[src/rtl/audio_pkg.sv]
// audio_pkg: shared Q-format constants and the round/saturate helper for gain stages
package audio_pkg;
  localparam int W = 32;
  localparam int W_FRAC = 16;
  localparam int OUT_W = 16;
  localparam int DEPTH = 4;

  // Round-half-up a Q(2*W_FRAC) product to integer and clamp to signed OUT_W; MSB flags a clamp
  function automatic logic [OUT_W:0] sat_round(input logic signed [2*W-1:0] prod);
    logic signed [2*W-1:0] r;
    logic signed [2*W-1:0] hi;
    logic signed [2*W-1:0] lo;
    hi = (2*W)'(2**(OUT_W-1) - 1);
    lo = -(2*W)'(2**(OUT_W-1));
    r = (prod + ((2*W)'(1) <<< (2*W_FRAC-1))) >>> (2*W_FRAC);
    return (r > hi) ? {1'b1, hi[OUT_W-1:0]} :
           (r < lo) ? {1'b1, lo[OUT_W-1:0]} : {1'b0, r[OUT_W-1:0]};
  endfunction
endpackage

[src/rtl/sync_fifo.sv]
// sync_fifo: small synchronous FIFO with registered storage, occupancy count and simultaneous push/pop
module sync_fifo #(
  parameter int WIDTH = 16,
  parameter int DEPTH = 4
) (
  input  logic                           clk,
  input  logic                           reset,
  input  logic                           push,
  input  logic [WIDTH-1:0]               din,
  input  logic                           pop,
  output logic [WIDTH-1:0]               head,
  output logic [$clog2(DEPTH+1)-1:0]     count,
  output logic                           empty
);
  localparam int AW = $clog2(DEPTH);
  logic [WIDTH-1:0] mem [DEPTH];
  logic [AW-1:0] wr_ptr, rd_ptr;

  // pointers and occupancy; a simultaneous push and pop leaves the count unchanged
  always_ff @(posedge clk or posedge reset) begin
    if (reset) begin
      wr_ptr <= '0;
      rd_ptr <= '0;
      count <= '0;
    end else begin
      if (push) wr_ptr <= wr_ptr + 1'b1;
      if (pop) rd_ptr <= rd_ptr + 1'b1;
      count <= (push && !pop) ? count + 1'b1 : (pop && !push) ? count - 1'b1 : count;
    end
  end

  // storage needs no reset: the head is only observed when the count is nonzero
  always_ff @(posedge clk) begin
    if (push) mem[wr_ptr] <= din;
  end

  // head and empty come straight from registered state
  always_comb begin
    head = mem[rd_ptr];
    empty = (count == '0);
  end
endmodule

[src/rtl/decim_gain_sat.sv]
// decim_gain_sat: decimate Q16.16 samples, apply gain, round/saturate to PCM and buffer in a FIFO
module decim_gain_sat #(
  parameter int W = audio_pkg::W,
  parameter int W_FRAC = audio_pkg::W_FRAC,
  parameter int OUT_W = audio_pkg::OUT_W,
  parameter int DEPTH = audio_pkg::DEPTH
) (
  input  logic                    clk,
  input  logic                    reset,
  input  logic                    x_valid,
  output logic                    x_ready,
  input  logic signed [W-1:0]     x_data,
  input  logic [3:0]              decim,
  input  logic signed [W-1:0]     gain,
  output logic                    y_valid,
  input  logic                    y_ready,
  output logic [OUT_W-1:0]        y_data,
  output logic                    clip,
  input  logic                    clip_clr
);
  import audio_pkg::*;
  localparam int CW = $clog2(DEPTH+1);

  // sat_round is fixed to the package Q-format, so any override must agree with it
  if (W != audio_pkg::W || W_FRAC != audio_pkg::W_FRAC || OUT_W != audio_pkg::OUT_W) begin : g_fmt_check
    $error("decim_gain_sat: Q-format parameters must match audio_pkg");
  end

  logic [3:0] phase, m_cur, m_eff;
  logic s1_valid, s2_valid, accept, keep, empty;
  logic signed [2*W-1:0] s1_prod;
  logic [OUT_W-1:0] s2_data, head;
  logic [OUT_W:0] sr;
  logic [CW-1:0] count;
  logic [CW:0] used;

  // credits cover every sample already headed for the FIFO, so a kept sample always finds room
  always_comb begin
    used = {1'b0, count} + {{CW{1'b0}}, s1_valid} + {{CW{1'b0}}, s2_valid};
    x_ready = used < (CW+1)'(DEPTH);
    accept = x_valid & x_ready;
    keep = accept & (phase == 4'd0);
    m_eff = keep ? ((decim == 4'd0) ? 4'd1 : decim) : m_cur;
    sr = sat_round(s1_prod);
    y_valid = ~empty;
    y_data = y_valid ? head : '0;
  end

  // decimation phase; a kept sample latches the new factor, which already governs this wrap
  always_ff @(posedge clk or posedge reset) begin
    if (reset) begin
      phase <= 4'd0;
      m_cur <= 4'd1;
    end else if (accept) begin
      phase <= (phase == m_eff - 4'd1) ? 4'd0 : phase + 4'd1;
      if (keep) m_cur <= m_eff;
    end
  end

  // S1 full-precision product, S2 rounded/saturated PCM and sticky clip (set beats clear)
  always_ff @(posedge clk or posedge reset) begin
    if (reset) begin
      s1_valid <= 1'b0;
      s1_prod <= '0;
      s2_valid <= 1'b0;
      s2_data <= '0;
      clip <= 1'b0;
    end else begin
      s1_valid <= keep;
      if (keep) s1_prod <= (2*W)'(x_data) * (2*W)'(gain);
      s2_valid <= s1_valid;
      if (s1_valid) s2_data <= sr[OUT_W-1:0];
      clip <= (s1_valid & sr[OUT_W]) | (clip & ~clip_clr);
    end
  end

  sync_fifo #(.WIDTH(OUT_W), .DEPTH(DEPTH)) u_fifo (
    .clk(clk),
    .reset(reset),
    .push(s2_valid),
    .din(s2_data),
    .pop(y_valid & y_ready),
    .head(head),
    .count(count),
    .empty(empty)
  );
endmodule
[config.mk]
export PLATFORM = sky130hd
export DESIGN_NAME = decim_gain_sat
export DESIGN_NICKNAME = d
export VERILOG_FILES = /design/src/rtl/audio_pkg.sv /design/src/rtl/sync_fifo.sv /design/src/rtl/decim_gain_sat.sv
export SDC_FILE = /design/constraint.sdc
export NUM_CORES = 2
export LEC_CHECK = 0
export ABC_AREA = 0
export CAP_MARGIN = 20
export CORE_ASPECT_RATIO = 1.1
export CORE_MARGIN = 2
export CORE_UTILIZATION = 55
export DETAILED_ROUTE_END_ITERATION = 8
export DONT_BUFFER_PORTS = 1
export PLACE_DENSITY = 0.7
export SETUP_SLACK_MARGIN = 0.1
export SYNTH_ARGS = -nofsm -noshare
export SYNTH_HDL_FRONTEND = slang
export SYNTH_SLANG_ARGS = --single-unit
[constraint.sdc]
create_clock -name clk -period 3.8 [get_ports clk]
set_clock_uncertainty 0.15 [all_clocks]
set_input_delay 0.76 -clock clk [delete_from_list [all_inputs] [get_ports clk]]
set_output_delay 0.76 -clock clk [all_outputs]
set_load 0.1 [all_outputs]
### Word level (Yosys, flattened, before mapping)

Memory sizes are Yosys's and may differ from the RTL's.
Cells that the tools add are included.
W data, S select, Z words.

| word-level totals | value |
|---|---|
| latch bits | 0 |
| memory bits (writable) | 64 |
| input port bits | 73 |
| output and inout bits | 19 |
| logic and storage cells | 52 |
| memories kept | 1 |
| bits in read-only memories | 0 |
| register bits after elaboration | 98 |

| cells by class | value |
|---|---|
| shift-type cells | 0 |
| div/mod/pow operators | 0 |
| reduce and logical (&&, ||, !) cells | 9 |
| order comparisons | 3 |
| add/subtract/negate cells | 9 |
| $mul | 1 |
| bitwise gates (word level) | 8 |
| mux-type cells | 10 |
| equality and inequality tests | 1 |

Memory list:

| memory | depth | width | read ports | clocked after Yosys merged registers in | write ports | line | source |
|---|---|---|---|---|---|---|---|
| u_fifo.mem | 4 | 16 | 1 | 0 | 1 | sync_fifo.sv:16 | `logic [WIDTH-1:0] mem [DEPTH];` |

Operators with widths:

| kind | count |
|---|---|
| $add A64 B33 Y64 const B | 1 |
| $mul A32 B32 Y64 | 1 |
| $mux W17 | 2 |
| $gt A32 B16 Y1 const B | 1 |
| $lt A32 B16 Y1 const B | 1 |
| $mux W16 | 1 |
| $mux W4 | 3 |
| $logic_not A4 Y1 | 2 |
| $mux W3 | 2 |
| $and A1 B1 Y1 | 5 |
| $add A2 B1 Y2 const B | 2 |
| $add A3 B1 Y4 | 1 |
| $add A4 B1 Y4 | 1 |
| $add A4 B1 Y4 const B | 1 |
| $eq A4 B4 Y1 | 1 |
| $lt A4 B3 Y1 const B | 1 |
| $sub A4 B1 Y4 const B | 1 |
| $add A3 B1 Y3 const B | 1 |
| $logic_not A3 Y1 | 1 |
| $sub A3 B1 Y3 const B | 1 |
| $logic_and A1 B1 Y1 | 2 |
| $logic_not A1 Y1 | 2 |
| $mux W1 | 2 |
| $not A1 Y1 | 2 |
| other kinds (3) | 3 |

### Depth between registers and ports, before layout

| depth | value |
|---|---|
| depth in word-level cells | 9 |
| depth in mapped cells | 28 |
| gate-level depth less buffers | 26 |

### Modules after synthesis

A second synthesis with hierarchy kept.

| unflattened totals | value |
|---|---|
| cells, all modules | 4222 |
| area, all modules | 41289.6 um^2 |

By module, submodules not included:

| module | instances | cells each | area each (um^2) |
|---|---|---|---|
| decim_gain_sat | 1 | 4104 | 38549.5 |
| sync_fifo | 1 | 118 | 2740.1 |

### Worst setup path before layout

Ideal clock, no wire load.

| timing path | value |
|---|---|
| kind | input to register |
| from | input port x_data[31] |
| to | register s1_prod[63] |
| arrival time | 8092 ps |
| cell stages on the path | 28 |
| buffers on the path | 2 |
| slack | -4575 ps |
| path through | clkbuf_1 -> nand2_1 -> inv_1 -> fa_1 -> inv_1 -> fa_1 -> inv_1 -> fa_1 -> fa_1 -> inv_1 -> fa_1 -> inv_1 -> fa_1 -> inv_1 -> fa_1 -> inv_1 -> fa_1 -> ha_1 -> clkbuf_1 -> a21o_1 -> a21o_1 -> a21oi_1 -> o21ai_0 -> a21o_1 -> a221o_1 -> a31oi_1 -> xnor2_1 -> o21ai_0 |

| between the ends | value |
|---|---|
| word-level cells in the longest chain between the ends | 1 |

RTL lines:

| item | line | source |
|---|---|---|
| start, declared | decim_gain_sat.sv:12 | `input logic signed [W-1:0] x_data,` |
| $mul A32 B32 Y64 | decim_gain_sat.sv:70 | `if (keep) s1_prod <= (2*W)'(x_data) * (2*W)'(gain);` |
| end signal, assigned | decim_gain_sat.sv:70 |  |
| end, declared | decim_gain_sat.sv:31 | `logic signed [2*W-1:0] s1_prod;` |

Every way passes these cells.
A chain may end at the register's enable or synchronous reset.

### Worst setup path in the final report

| timing path | value |
|---|---|
| from | input port x_data[31] |
| to | register s1_prod[62] |

The elaborated chain is that of the path after synthesis.

==> results.toml <==
[timing]
rsz0062_at_grt = "true"
fin_ws_ps = -3430
slew_headroom = 0.390
setup_viol = 33
slew_viol_final = 0
hold_viol = 0
worstMarginPinSlew_ps = 914
max_freq_mhz = 138
whs_ps = 219
finalCritPeriodShare = 1.90
timing.final.crit_period_ps = 7230

[yosys]
ys_ff_latch = 131
synth_top_family_by_area = "adder cells"
synth_xor_area_frac = 0.0164
synth_compound_area_frac = 0.0429
synth_cells = 4280
synth_mux_area_frac = 0.00992
yosys_warnings = 0
synth_nets = 5625
synth_area_mm2 = 0.0416
synthSimpleGateAreaFrac = 0.156
ys.flop_type = "dfrtp_1"
synth.yosys.seq_area_share = 0.0865
yosysMostFrequentCell = "fa_1"
yosys.area.top_type = "fa_1"
async_flop_share = 0.511
yosys.area.top_type_share = 0.521
synth_fa_ha_area_frac = 0.578
synth_common_cells = "1082 x fa_1, 1000 x inv_1, 571 x nand2_1, 524 x and2_1, 219 x clkbuf_1"
netlist_top_cells_area = "fa_1 52%, inv_1 9.0%, and2_1 7.9%"
syn_area_per_cell_um2 = 9.72
synth_edf_count = 64
synth.distinct_cells = 69

[cells_and_area]
area_growth_pct = 10.7
drive_above_1_share = 0.132
stdcell_count = 5333
num-nets-final = 5700
fin_util = 0.616

[floorplan]
die_area_mm2 = 0.0779
core_mm2 = 0.0748
initial_core_util = 0.557
die_width_um = 266
die_h_um = 292
io_pins = 92
num_rows = 105

[global_routing]
grt_pass1_vias = 33800
grt_pass1_wl_mm = 182
grt.total_usage = 0.305
grt-ovfl-total = 0
antenna_found_initial = 2
grt_start_max_net_pins = 71

[place]
hpwlAfterDp_mm = 83.6
globalplace.congestion = 0.902
placedCellCount = 5266
dp_slack_ps = -4050
numPortBuffers = 0

[outcome]
status = "finished with violations"
failed_checks = "setup timing"

[cts]
clockBufferDepth = 2
clkTransAtPathRegs_ps = 60
cts_max_level = 4
insertion_delay_ps = 420
numCtsBuffers = 17
clock_sinks = 131
cts_tree = "built"
cts_root_buf = "clkbuf_16"
postCtsHoldBufs = 0

[worst_setup_path]
crit_type = "primary input to register"
critPathRequiredTime_ps = 4000
end_kind = "register"
start_kind = "primary input"
path_max_fanout = 32
critPathArrivalTime_ps = 7440

[detailed_routing]
postRouteWirelength_mm = 111
dr_total_vias = 29700
drt_iter0_drc = 1743
routedWlPerCell_um = 20.8
avgViaCountPerCell = 5.56
antenna_left = 0
firstDrtPassIters = 6
route.detailed.drc = 0

[job]
maxCapViolations = 0

[worst_hold_path]
hold_class = "primary input to asynchronous set/reset pin"
-- cells in the final DEF, fill, tap and decap left out, types with 23 or more instances in the layout --
cell type,count
inv_1,979
edfxtp_1,64
nand2_1,560
dfrtp_1,66
nor2_1,49
ha_1,162
fa_1,1046
xor2_1,24
fa_2,36
o21ai_0,34
buf_4,250
nand3_1,30
ha_4,27
and2_1,497
buf_6,23
xnor2_1,43
o21ai_1,23
a21oi_1,39
a21o_1,28
and2_4,27
-- per-stage QoR --
stage / cell area [µm²] / TNS (ps)
3_3_place_gp: 44400 / -122010
2_1_floorplan: 42500 / -111490
3_5_place_dp: 44400 / -124170
5_1_grt: 46100 / -113000
4_1_cts: 45700 / -105710
6_report: 46100 / -106500
-- path summary, 6_finish.rpt --
| path | startpoint | end | slack [ps] | cells past startpoint |
|---|---|---|---|---|
| worst max-delay path | x_data[31] | s1_prod[62]$_DFFE_PP0P_ | -3430 | 23 |
| worst min-delay path | reset | u_fifo.rd_ptr[1]$_DFFE_PP0P_ | 220 | 1 |
| worst max register to register | s1_prod[38]$_DFFE_PP0P_ | s2_data[10]$_DFFE_PP0P_ | 320 | 9 |
| worst min register to register | m_cur[1]$_DFFE_PP0P_ | m_cur[1]$_DFFE_PP0P_ | 380 | 2 |
| max in group asynchronous | reset | s1_prod[59]$_DFFE_PP0P_ | 2480 | 2 |
| min in group clk | clip_clr | clip$_DFF_PP0_ | 340 | 1 |
-- cells by family after synthesis --
kind of cell             count (synthesis)
AND/OR/NAND/NOR                       1287
adder cells (fa/ha/maj)               1272
buffers and inverters                 1222
AO/OA/AOI/OAI                          269
flip-flops                             131
XOR/XNOR                                78
multiplexers                            21
-- layout make-up --
cell class / instances / area (µm²)
multi-input combinational: 2927 / 34700
fill: 6182 / 28700
inverter: 1000 / 3760
sequential: 131 / 3600
timing repair buffer: 278 / 2240
tap: 963 / 1200
clock buffer: 17 / 425
clock inverter: 15 / 160
antenna: 2 / 5.00
-- critical path, stage by stage --
cell      delay, ps
and2_4          140
fa_2            600
fa_2            460
fa_2            600
buf_4           120
inv_2            30
fa_1            500
inv_1            50
fa_1            520
inv_2            40
fa_2            560
fa_1            430
fa_1            530
inv_2            50
ha_4            290
nand2_2          70
o21ai_4         200
buf_6           140
o2111a_1        220
nor4bb_4        430
o21ai_2         100
or4_1           480
nand3_1          90
-- registers in the layout (all words and copies together) (netlist names) --
| register | cells |
|---|---|
| s1_prod | 33 |
| s2_valid | 1 |
| s2_data | 16 |
| s1_valid | 1 |
| u_fifo.rd_ptr | 2 |
| u_fifo.count | 3 |
| clip | 1 |
| u_fifo.wr_ptr | 2 |
| u_fifo.mem | 64 |
| phase | 4 |
| m_cur | 4 |
-- timing repair --
item | CTS | global route
setup buffers | 23 | 11
endpoints found under the setup margin | 49 | 50
gates resized for setup | 108 | 71
cloned | 0 | 0
pin swaps | 88 | 65
-- layer usage --
layer,share of wire,track usage
met2,0.51,0.531
met1,0.37,0.372
met4,0.058,0.150
met5,0,0
met3,0.068,0.0410
Power is not shown: default switching activity piles up to over one toggle a cycle in this logic, so the estimate is an artifact.
